`src/rtl/gpio_pkg.sv`:
```
//------------------------------------------------------------------------------
// gpio_pkg: shared sizing constants for the GPIO pad-side stage.
// Rev 1.0
//------------------------------------------------------------------------------
`default_nettype none

package gpio_pkg;
  localparam int GPIO_WIDTH         = 16;
  localparam int GPIO_DB_CYCLES_DEF = 4;
endpackage

`default_nettype wire

```
`src/rtl/gpio_debounce.sv`:
```
//------------------------------------------------------------------------------
// gpio_debounce: one pin's 2-flop synchronizer, debounce counter, stable flop
// and single-cycle event pulse on acceptance. Rev 1.0
//------------------------------------------------------------------------------
`default_nettype none

module gpio_debounce
  import gpio_pkg::*;
#(
  parameter int DB_CYCLES = GPIO_DB_CYCLES_DEF
) (
  input  logic clk,
  input  logic reset,
  input  logic i_pad,
  output logic o_stable,
  output logic o_event
);

  localparam int                 c_CNT_W    = $clog2(DB_CYCLES + 1);
  localparam logic [c_CNT_W-1:0] c_CNT_LAST = c_CNT_W'(DB_CYCLES - 1);

  logic               r_sync1;
  logic               r_sync2;
  logic               r_stable;
  logic [c_CNT_W-1:0] r_cnt;
  logic               w_differ;
  logic               w_accept;

  assign w_differ = (r_sync2 != r_stable);
  // Acceptance restarts the counter, so it never runs past c_CNT_LAST.
  assign w_accept = w_differ && (r_cnt == c_CNT_LAST);

  always_ff @(posedge clk or negedge reset) begin
    if (!reset) begin
      r_sync1  <= 1'b0;
      r_sync2  <= 1'b0;
      r_stable <= 1'b0;
      r_cnt    <= '0;
    end else begin
      r_sync1 <= i_pad;
      r_sync2 <= r_sync1;
      if (w_accept) begin
        r_stable <= r_sync2;
        r_cnt    <= '0;
      end else if (w_differ) begin
        r_cnt <= r_cnt + c_CNT_W'(1);
      end else begin
        r_cnt <= '0;
      end
    end
  end

  assign o_stable = r_stable;
  assign o_event  = w_accept;

endmodule

`default_nettype wire

```
`src/rtl/gpio_pin_ctrl.sv`:
```
//------------------------------------------------------------------------------
// gpio_pin_ctrl: registered pad drivers, per-pin debounced inputs, sticky edge
// pending bits and a single registered interrupt line. Rev 1.0
//------------------------------------------------------------------------------
`default_nettype none

module gpio_pin_ctrl
  import gpio_pkg::*;
#(
  parameter int WIDTH     = GPIO_WIDTH,
  parameter int DB_CYCLES = GPIO_DB_CYCLES_DEF
) (
  input  logic             clk,
  input  logic             reset,
  input  logic [WIDTH-1:0] rf_gpio_tristate,
  input  logic [WIDTH-1:0] rf_gpio_datareg,
  input  logic [WIDTH-1:0] rf_gpio_interrupt_mask,
  input  logic [WIDTH-1:0] irq_clear,
  input  logic [WIDTH-1:0] gpio_pad_in,
  output logic [WIDTH-1:0] gpio_pad_out,
  output logic [WIDTH-1:0] gpio_pad_oe,
  output logic [WIDTH-1:0] ro_gpio_pinstate,
  output logic [WIDTH-1:0] irq_pending,
  output logic             irq
);

  logic [WIDTH-1:0] w_stable;
  logic [WIDTH-1:0] w_event;

  generate
    for (genvar g = 0; g < WIDTH; g++) begin : g_pin
      gpio_debounce #(
        .DB_CYCLES (DB_CYCLES)
      ) u_db (
        .clk      (clk),
        .reset    (reset),
        .i_pad    (gpio_pad_in[g]),
        .o_stable (w_stable[g]),
        .o_event  (w_event[g])
      );
    end
  endgenerate

  assign ro_gpio_pinstate = w_stable;

  // A masked event in the same cycle as a clear keeps the bit set.
  always_ff @(posedge clk or negedge reset) begin
    if (!reset) begin
      gpio_pad_oe  <= '0;
      gpio_pad_out <= '0;
      irq_pending  <= '0;
      irq          <= 1'b0;
    end else begin
      gpio_pad_oe  <= ~rf_gpio_tristate;
      gpio_pad_out <= rf_gpio_datareg;
      irq_pending  <= (w_event & rf_gpio_interrupt_mask) | (irq_pending & ~irq_clear);
      irq          <= |(irq_pending & rf_gpio_interrupt_mask);
    end
  end

endmodule

`default_nettype wire
```
`config.mk`:
```
export PLATFORM = sky130hd
export DESIGN_NAME = gpio_pin_ctrl
export DESIGN_NICKNAME = d
export VERILOG_FILES = /design/src/rtl/gpio_pkg.sv /design/src/rtl/gpio_debounce.sv /design/src/rtl/gpio_pin_ctrl.sv
export SDC_FILE = /design/constraint.sdc
export NUM_CORES = 1
export LEC_CHECK = 0
export CORE_UTILIZATION = 43
export CTS_CLUSTER_SIZE = 8
export DETAILED_ROUTE_END_ITERATION = 8
export PLACE_DENSITY_LB_ADDON = 0.12
export SLEW_MARGIN = 20
export SYNTH_ARGS = -nofsm -noshare
export SYNTH_HDL_FRONTEND = slang
export SYNTH_SLANG_ARGS = --single-unit
```
`constraint.sdc`:
```
create_clock -name clk -period 1.1 [get_ports clk]
set_input_delay 0.22 -clock clk [delete_from_list [all_inputs] [get_ports clk]]
set_output_delay 0.22 -clock clk [all_outputs]
set_load 0.01 [all_outputs]
```
-- After elaboration in Yosys (flattened, before gate mapping)
Index checks and enable logic that the tools add are counted.
- bits in registers: 145
- latch bits: 0
- bits in writable memories: 0
- ROM bits: 0
- input port bits: 82
- output and inout bits: 65
- word-level logic and storage cells: 171
- memories: 0
- $add $sub $neg: 16
- multiply operators: 0
- div/mod/pow operators: 0
- order comparisons: 0
- equal/unequal tests: 32
- shift-type cells: 0
- mux-type cells: 32
- bitwise gates (word level): 6
- reduce and logical (&&, ||, !) cells: 17
- operators with widths (cell ; count):
    two-way mux 3 bit ; 32
    adder 3 x 1 -> 3 bit, second input constant ; 16
    AND 16 bit ; 3
    equality test 3 x 2 -> 1 bit, second input constant ; 16
    inverter 16 bit ; 2
    logical AND 1 bit ; 16
    inequality test 1 bit ; 16
    OR 16 bit ; 1
    OR reduction 16 bit ; 1

-- Logic depth before layout (Yosys ltp)
Gate-level depths: netlist (run 1).
- word-level depth: 4
- gate-level depth with buffers: 4
- gate-level depth less buffers: 4

-- Hierarchy
From an unflattened synthesis (run 1), not the netlist that was laid out.
- cell total of the unflattened synthesis: 362
- area, all modules: 5231.3 um^2
- by module, submodules not included (module ; times used ; cells each ; area each (um^2) ; sequential area each (um^2)):
    gpio_debounce ; 16 ; 15 ; 227.7 ; 150.1
    gpio_pin_ctrl ; 1 ; 122 ; 1587.8 ; 1226.2

-- Worst setup path before layout (run 1)
OpenSTA, ideal clock, no wires.
- path type: register to register
- from: reg g_pin[8].u_db.r_cnt[0]
- to: reg g_pin[8].u_db.r_stable
- library setup time: 0.125 ns
- arrival: 1.052 ns
- required time: 0.975 ns
- setup slack: -0.077 ns
- stages on the path, launching flop included: 4
- buffers on the path: 0
- period minus slack after synthesis: 1.177 ns
- cell sequence: dfrtp_1 > ha_1 > ha_1 > mux2_2
- word-level cells in the longest chain between the ends: 2
- RTL lines (what ; RTL line ; source):
    from (decl) ; gpio_debounce.sv:25 ; logic [c_CNT_W-1:0] r_cnt;
    from (signal assigned) ; gpio_debounce.sv:46 ; r_cnt <= r_cnt + c_CNT_W'(1);
    equality test 3 x 2 -> 1 bit ; gpio_debounce.sv:31 ; assign w_accept = w_differ && (r_cnt == c_CNT_LAST);
    logical AND 1 bit ; gpio_debounce.sv:31 ;
    to (signal assigned) ; gpio_debounce.sv:43 ; r_stable <= r_sync2;
    to (decl) ; gpio_debounce.sv:24 ; logic r_stable;
Every way passes these cells.
A chain may end at the register's enable or synchronous reset.

-- Worst setup path in the final report (run 1)
- from: reg g_pin[0].u_db.r_cnt[0]
- to: reg g_pin[0].u_db.r_stable
- word-level cells in the longest chain between the ends: 2
- RTL lines (what ; RTL line):
    from (decl) ; gpio_debounce.sv:25
    from (signal assigned) ; gpio_debounce.sv:46
    equality test 3 x 2 -> 1 bit ; gpio_debounce.sv:31
    logical AND 1 bit ; gpio_debounce.sv:31
    to (signal assigned) ; gpio_debounce.sv:43
    to (decl) ; gpio_debounce.sv:24
Every way passes these cells.

==> results.tsv, run 1 <==
stage	metric	value	unit
run_status	status	complete, but fails checks	
run_status	failing checks	DRC, setup timing	
worst_setup_path	element type at the critical path end	register	
route	post-route ant nets	0	
route	Avg WL per Cell	14.2	um
floorplanning	Placeable Area	11600	um^2
logic_synthesis	Post-synth EDFFs	0	
sta	Slew @ Worst Pin	0.299	ns
grt	global-route wire length before repair	17500	um
sta	Fin Clk Skew	0.00586	ns
cells_and_area	share of cells above drive strength 1	47.9	%
pwr	P_int	0.0144	W
clock_network	clk sinks	145	
logic_synthesis	syn nets	476	
clock_network	root buf cell	clkbuf_16	
logic_synthesis	ys flop type	dfrtp_1	
sta	fmax	832	MHz
floorplanning	num ports	147	
place	Port Buf Inserts	146	
clock_network	Max clock buf depth	2	
worst_setup_path	Worst Path Arrival	1.50	ns
worst_setup_path	critical path peak fanout	4	
clock_network	Reg clk slew, reported paths	0.06	ns
worst_setup_path	CP max stage cell	dfrtp_1	
grt	initial antenna violation count	0	
place	routability cong.	0.698	
sta	Setup TNS	-3.08	ns
pwr	switching power	0.00548	W
clock_network	CTS buffer count	17	
job	Max Cap Viol	0	
worst_setup_path	worst path cell trace	ha_4 -> ha_4 -> mux2_2	
grt	Total Routing Usage GR	18.1	%
floorplanning	Die Span Y	112	um
cells_and_area	area growth from synthesis to layout	66.5	%
floorplanning	die width	112	um
worst_setup_path	CP peak stage delay	0.40	ns
logic_synthesis	#FFs+latches synth	145	
logic_synthesis	Gate Count Post-Synth	362	
clock_network	clk_lat worst skew	0.41	ns
sta	fin crit share	109	%
logic_synthesis	Netlist Area Pre-Place	5190	um^2
sta	Final Hold Vio Count	0	
floorplanning	Die Area	12500	um^2
cells_and_area	ANT cells	0	
worst_setup_path	CP required	1.39	ns
route	final WL	10700	um
hold_path	Hold Path Class	input port to async pin	
cells_and_area	nets	711	
worst_setup_path	Setup CP Type	register to register	
clock_network	CTS tree	done	
sta	RSZ-0062 raised after global routing	true	
logic_synthesis	register area share after synthesis	69.9	%
pwr	Switching Share	27.6	%
sta	fin. max-slew vios	0	
logic_synthesis	Async S/R FF share, synth	100	%
pwr	Final Power	0.0199	W
floorplanning	Initial Util	44.7	%
place	Placed Cells	687	
cells_and_area	Finished Layout Cells	751	
clock_network	H-tree depth	4	
sta	min Tclk post-route	1.20	ns
pwr	Leak	3.93	nW
grt	vias in the first global route	3963	
logic_synthesis	Avg Synthesized Cell Area	14.3	um^2
pwr	sequential share of power	36.0	%
floorplanning	site row count	39	
route	via count	3500	
pwr	pwr/cell area	2300	nW/um^2
logic_synthesis	Synthesis Warnings	0	
place	post-detail-place hpwl	7200	um
logic_synthesis	Synth cell types	13	
worst_setup_path	most frequent CP cell	ha_4	
pwr	clock share of power	28.6	%
route	vias per cell	4.66	
grt	largest net degree at the start of global routing	53	
route	Pre-antenna DRT Iters	6	
route	DR iter-0 viols	83	
grt	gr ovfl total	0	
sta	setup ws final	-0.102	ns
pwr	Combinational Power Share	35.4	%
sta	Final Setup Violations	91	
worst_setup_path	crit start category	register	
cells_and_area	fillcell total	767	
sta	Worst slew margin	80.1	%
pwr	Worst VDD drop	0.00132	V
route	DRC	4	
[state kept, by name, indices dropped and copies added (netlist names)]
name / cells
g_pin.u_db.r_cnt: 48
g_pin.u_db.r_sync2: 16
g_pin.u_db.r_sync1: 16
irq: 1
gpio_pad_out: 16
g_pin.u_db.o_stable: 16
gpio_pad_oe: 16
irq_pending: 16
[final timing paths]
kind / cells after the start / start / endpoint / slack, ns
setup / recovery: 3 / g_pin[0].u_db.r_cnt[0] / g_pin[0].u_db.o_stable / -0.10
setup reg to reg: 3 / g_pin[0].u_db.r_cnt[0] / g_pin[0].u_db.o_stable / -0.10
min in group clk: 1 / gpio_pad_in[4] / g_pin[4].u_db.r_sync1 / 0.25
hold reg to reg: 0 / g_pin[14].u_db.r_sync1 / g_pin[14].u_db.r_sync2 / 0.35
hold / removal: 2 / reset / gpio_pad_oe[5] / 0.23
max in group asynchronous: 3 / reset / g_pin[3].u_db.r_sync1 / 0.35
[layer usage]
metal | global-route usage [%] | up-vias | share of wire (%)
li1 | - | 1663 | -
met1 | 18.9 | 1723 | 36
met2 | 31.8 | 101 | 54
met3 | 7.68 | 13 | 8.2
met4 | 7.84 | 0 | 1.5
met5 | 0 | - | 0
[per-stage QoR]
step | area, um^2 | utilization, % | worst slack (ns) | hold slack, ns
finish | 8650 | 74.4 | -0.102 | 0.226
detailed placement | 7370 | 63.4 | -0.391 | 0.0718
floorplan | 5420 | - | -0.0233 | -0.0756
global route | 8650 | 74.4 | -0.131 | 0.229
global placement | 7370 | 63.4 | -0.369 | 0.0696
CTS | 8160 | 70.2 | -0.0906 | 0.205
[critical path, delay by kind of cell, from the launching register on]
kind,cells,cell delay (ns)
fa+ha+maj,2,0.34
flops,1,0.40
mux,1,0.34
[Yosys cell counts (all sizes together), types with 4 or more instances]
cell,count,area (um^2)
xnor2,16,140
o22ai,16,100
mux2,16,180
dfrtp,145,3630
nor3,32,160
inv,48,180
ha,32,400
nor3b,16,120
a22o,4,35.0
nand2,16,60.1
buf,16,120
a221oi,4,60.1
[placed cells by master (no fill, tap or decap), drive strengths merged]
cell type and n:
ha 32, dlygate4sd3 1, clkbuf 24, mux2 16
xnor2 16, dfrtp 145, a221oi 4, clkdlybuf4s50 80
a22o 4, nor3b 16, inv 48, nor3 32
clkinv 3, buf 151, o22ai 16, nand2 16
bufinv 3, nand4 1
[power by group through the flow]
stage | sequential [W] | clock [W] | combinational, W
floorplan | 0.00715 | 0 | 0.00288
global placement | 0.00705 | 0 | 0.00509
detailed placement | 0.00713 | 0 | 0.00536
CTS | 0.00704 | 0.00581 | 0.00615
global route | 0.00728 | 0.00605 | 0.00770
finish | 0.00715 | 0.00567 | 0.00704
[repair_timing]
| action | 4_1_cts | 5_1_grt |
|---|---|---|
| setup endpoints to repair | 115 | 124 |
| endpoints found under the hold margin | 145 | 0 |
| setup buffers | 23 | 11 |
| hold buffers | 1 | 0 |
| pin swaps | 43 | 27 |
| gates resized for setup | 327 | 68 |
[cell families after synthesis]
logic type / Yosys count / synth area share (%)
flip-flops: 145 / 69.9
AND/OR/NAND/NOR: 65 / 6.68
buffers and inverters: 64 / 5.78
adder cells (fa/ha/maj): 32 / 7.71
AO/OA/AOI/OAI: 24 / 3.76
XOR/XNOR: 16 / 2.70
multiplexers: 16 / 3.47
[cell type report]
| type | count | area (um^2) | area share, % |
|---|---|---|---|
| Sequential cell | 145 | 3630 | 42.0 |
| Timing Repair Buffer | 232 | 2040 | 23.6 |
| Multi-Input combinational cell | 153 | 2030 | 23.5 |
| Clock buffer | 24 | 482 | 5.57 |
| Inverter | 48 | 180 | 2.08 |
| Tap cell | 143 | 179 | 2.07 |
| Clock inverter | 6 | 105 | 1.22 |
Note: power is estimated with default switching activity, not from simulation.
==> run 2: changes to the inputs <==
HOLD_SLACK_MARGIN = 0.15   (was not set)
SYNTH_HIERARCHICAL = 1   (was not set)
==> results.tsv, run 2 <==
stage	metric	value	unit	change
sta	Min Hold Slack	0.184	ns	-0.0412 ns
worst_setup_path	worst path cell trace	buf_6		
pwr	switching power	0.00593	W	+8.2%
route	vias per cell	4.65		-0.23%
grt	initial antenna violation count	0		unchanged
logic_synthesis	Synth cell types	13		unchanged
logic_synthesis	dominant cells by area after synthesis	dfrtp_1 69%, ha_1 7.7%, nor3b_2 3.8%		
logic_synthesis	Synthesis Warnings	6		+6
sta	min Tclk post-route	1.21	ns	+0.00981 ns
sta	fin crit share	110	%	+0.89 points
cells_and_area	Finished Layout Cells	771		+2.7%
worst_setup_path	Worst path top cell family by delay	flip-flops		
route	post-route ant nets	0		unchanged
clock_network	clk_lat worst skew	0.41	ns	about the same
cells_and_area	nets	729		+2.5%
pwr	Final Power	0.0208	W	+4.9%
floorplanning	Die Span Y	112	um	+0.38%
pwr	pwr/cell area	2340	nW/um^2	+1.6%
run_status	status	complete, but fails checks		
logic_synthesis	top cells by count, synth	145 x dfrtp_1, 48 x inv_1, 32 x ha_1, 32 x nor3_1		
pwr	Worst VDD drop	0.00145	V	+10%
logic_synthesis	#FFs+latches synth	145		unchanged
cells_and_area	area growth from synthesis to layout	70.5	%	
floorplanning	Initial Util	45.0	%	+0.34 points
sta	setup ws final	-0.112	ns	-0.00981 ns
pwr	sequential share of power	34.3	%	-1.7 points
clock_network	root buf cell	clkbuf_16		
cells_and_area	max reg flops	48		unchanged
clock_network	Max clock buf depth	2		unchanged
grt	vias in the first global route	3785		-4.5%
worst_setup_path	Register-to-Register Path Depth	3		unchanged
worst_setup_path	element type at the critical path end	output port		
grt	gr ovfl total	0		unchanged
clock_network	CTS buffer count	17		unchanged
grt	largest net degree at the start of global routing	43		-19%
logic_synthesis	most frequent cell after synthesis	dfrtp_1		
floorplanning	die width	112	um	+0.38%
route	via count	3585		+2.4%
logic_synthesis	syn nets	476		unchanged
cells_and_area	fillcell total	715		-6.8%
worst_setup_path	Reg2Reg Setup Slack	-0.09	ns	about the same
worst_setup_path	CP max stage cell	dfrtp_1		
pwr	P_int	0.0149	W	+3.6%
sta	RSZ-0062 raised after global routing	true		
worst_setup_path	crit start category	register		
floorplanning	num ports	147		unchanged
floorplanning	Placeable Area	11600	um^2	unchanged
logic_synthesis	Netlist Area Pre-Place	5230	um^2	+0.77%
place	Port Buf Inserts	146		unchanged
pwr	Combinational Power Share	37.6	%	+2.2 points
cells_and_area	commonest non-fill, non-tap cell in the layout	dfrtp_1		
cells_and_area	most frequent cells in the layout	144 x dfrtp_1, 80 x clkdlybuf4s50_1, 60 x buf_4		
sta	fmax	825	MHz	-0.81%
cells_and_area	Largest Register	g_pin.u_db/r_cnt		
cells_and_area	share of cells above drive strength 1	49.5	%	+1.7 points
worst_setup_path	instance count on the critical path	1		-2
sta	Final Setup Violations	99		+8.8%
worst_setup_path	CP peak stage delay	0.43	ns	+0.03 ns
logic_synthesis	largest area contributor in the netlist	dfrtp_1		
logic_synthesis	Async S/R FF share, synth	100	%	unchanged
sta	Setup TNS	-3.54	ns	-0.468 ns
sta	fin. max-slew vios	0		unchanged
grt	global-route wire length before repair	17700	um	+1.2%
clock_network	CTS tree	done		
logic_synthesis	Post-synth EDFFs	0		unchanged
logic_synthesis	ys flop type	dfrtp_1		
worst_setup_path	CP required	0.88	ns	-0.51 ns
pwr	clock share of power	28.2	%	-0.4 points
clock_network	clk sinks	145		unchanged
place	post-detail-place hpwl	7250	um	+0.64%
pwr	Leak	4.02	nW	+2.2%
clock_network	Reg clk slew, reported paths	0.06	ns	about the same
grt	Total Routing Usage GR	18.6	%	+0.45 points
worst_setup_path	Reg-to-Reg End	g_pin[7].u_db/o_stable		
clock_network	H-tree depth	4		unchanged
sta	Slew @ Worst Pin	0.430	ns	+0.131 ns
pwr	Switching Share	28.5	%	+0.86 points
worst_setup_path	critical path peak fanout	3		-1
place	routability cong.	0.736		+5.4%
floorplanning	site row count	39		unchanged
worst_setup_path	Buf/Inv on CP	1		+1
worst_setup_path	RR Startpoint	g_pin[7].u_db/r_cnt[0]		
place	Placed Cells	711		+3.5%
run_status	failing checks	DRC, setup timing		
sta	Final Hold Vio Count	0		unchanged
sta	Fin Clk Skew	0.00594	ns	+0.0000762 ns
job	Max Cap Viol	0		unchanged
logic_synthesis	area share of the largest cell type after synthesis	69.4	%	-0.53 points
logic_synthesis	register area share after synthesis	69.4	%	-0.53 points
route	DRC	4		unchanged
cells_and_area	ANT cells	0		unchanged
sta	Worst slew margin	71.2	%	-8.8 points
route	final WL	11000	um	+2.9%
route	Pre-antenna DRT Iters	6		unchanged
worst_setup_path	Worst Path Arrival	0.99	ns	-0.51 ns
floorplanning	Die Area	12600	um^2	+0.76%
logic_synthesis	Gate Count Post-Synth	362		unchanged
logic_synthesis	Avg Synthesized Cell Area	14.5	um^2	+0.77%
hold_path	Hold Path Class	input port to async pin		
worst_setup_path	Setup CP Type	register to output port		
route	Avg WL per Cell	14.3	um	+0.27%
route	DR iter-0 viols	108		+30%
run 2: cell types whose count changed after synthesis:
cell / delta
o21ai_0: +16
nor2b_1: +16
nor3b_1: -16
nor3b_2: +16
buf_4: -16
o22ai_1: -16
run 2: logic make-up after synthesis:
family	after synthesis	synth area share (%)
buffers and inverters	48	3.44
AND/OR/NAND/NOR	81	10.1
XOR/XNOR	16	2.68
flip-flops	145	69.4
AO/OA/AOI/OAI	24	3.35
multiplexers	16	3.44
adder cells (fa/ha/maj)	32	7.65
run 2: stage by stage:
step / util [%] / area, um^2 / setup WS (ns)
3_3_place_gp: 65.4 / 7600 / -0.321
5_1_grt: 76.8 / 8920 / -0.169
2_1_floorplan: - / 5470 / -0.00441
3_5_place_dp: 65.4 / 7600 / -0.338
6_report: 76.8 / 8920 / -0.112
4_1_cts: 72.4 / 8400 / -0.123
run 2: cell type report:
class | instances | area (um^2) | area share [%]
tap | 143 | 179 | 2.01
clock buffer | 23 | 488 | 5.47
multi-input combinational | 169 | 2290 | 25.6
timing repair buffer | 234 | 2030 | 22.7
sequential | 145 | 3630 | 40.7
inverter | 48 | 180 | 2.02
clock inverter | 9 | 129 | 1.44
run 2: power groups by stage:
stage / Sequential [W] / Clock (W) / Combinational, W
floorplan: 0.00732 / 0 / 0.00250
global placement: 0.00706 / 0 / 0.00537
detailed placement: 0.00713 / 0 / 0.00561
CTS: 0.00705 / 0.00603 / 0.00642
global route: 0.00727 / 0.00626 / 0.00853
finish: 0.00714 / 0.00587 / 0.00782
run 2: routing by layer:
metal  share of wire (%)  vias up  global-route usage [%]  wire length (um)
met5                   0        -                       0                 0
met3                 6.9       13                    6.91               756
met2                  54      104                    32.3              5950
met4                 1.5        0                    8.00               169
met1                  38     1756                    20.5              4140
li1                    -     1712                       -                 -
run 2: how the worst max path moves through the flow:
stage,endpoint,slack [ns],startpoint
after global routing,ro_gpio_pinstate[14],-0.17,g_pin[14].u_db/o_stable
after global placement,irq,-0.32,rf_gpio_interrupt_mask[8]
final,ro_gpio_pinstate[14],-0.11,g_pin[14].u_db/o_stable
after CTS,irq,-0.12,irq_pending[15]
after floorplan,g_pin[0].u_db/o_stable,-0.004,g_pin[0].u_db/r_cnt[0]
after detailed placement,irq,-0.34,rf_gpio_interrupt_mask[8]
run 2: what timing repair did:
item,CTS,global route
hold buffers,1,0
endpoints found under the setup margin,135,137
pin swaps,57,39
setup buffers,24,6
hold endpoints to repair,145,0
resized for setup,336,78
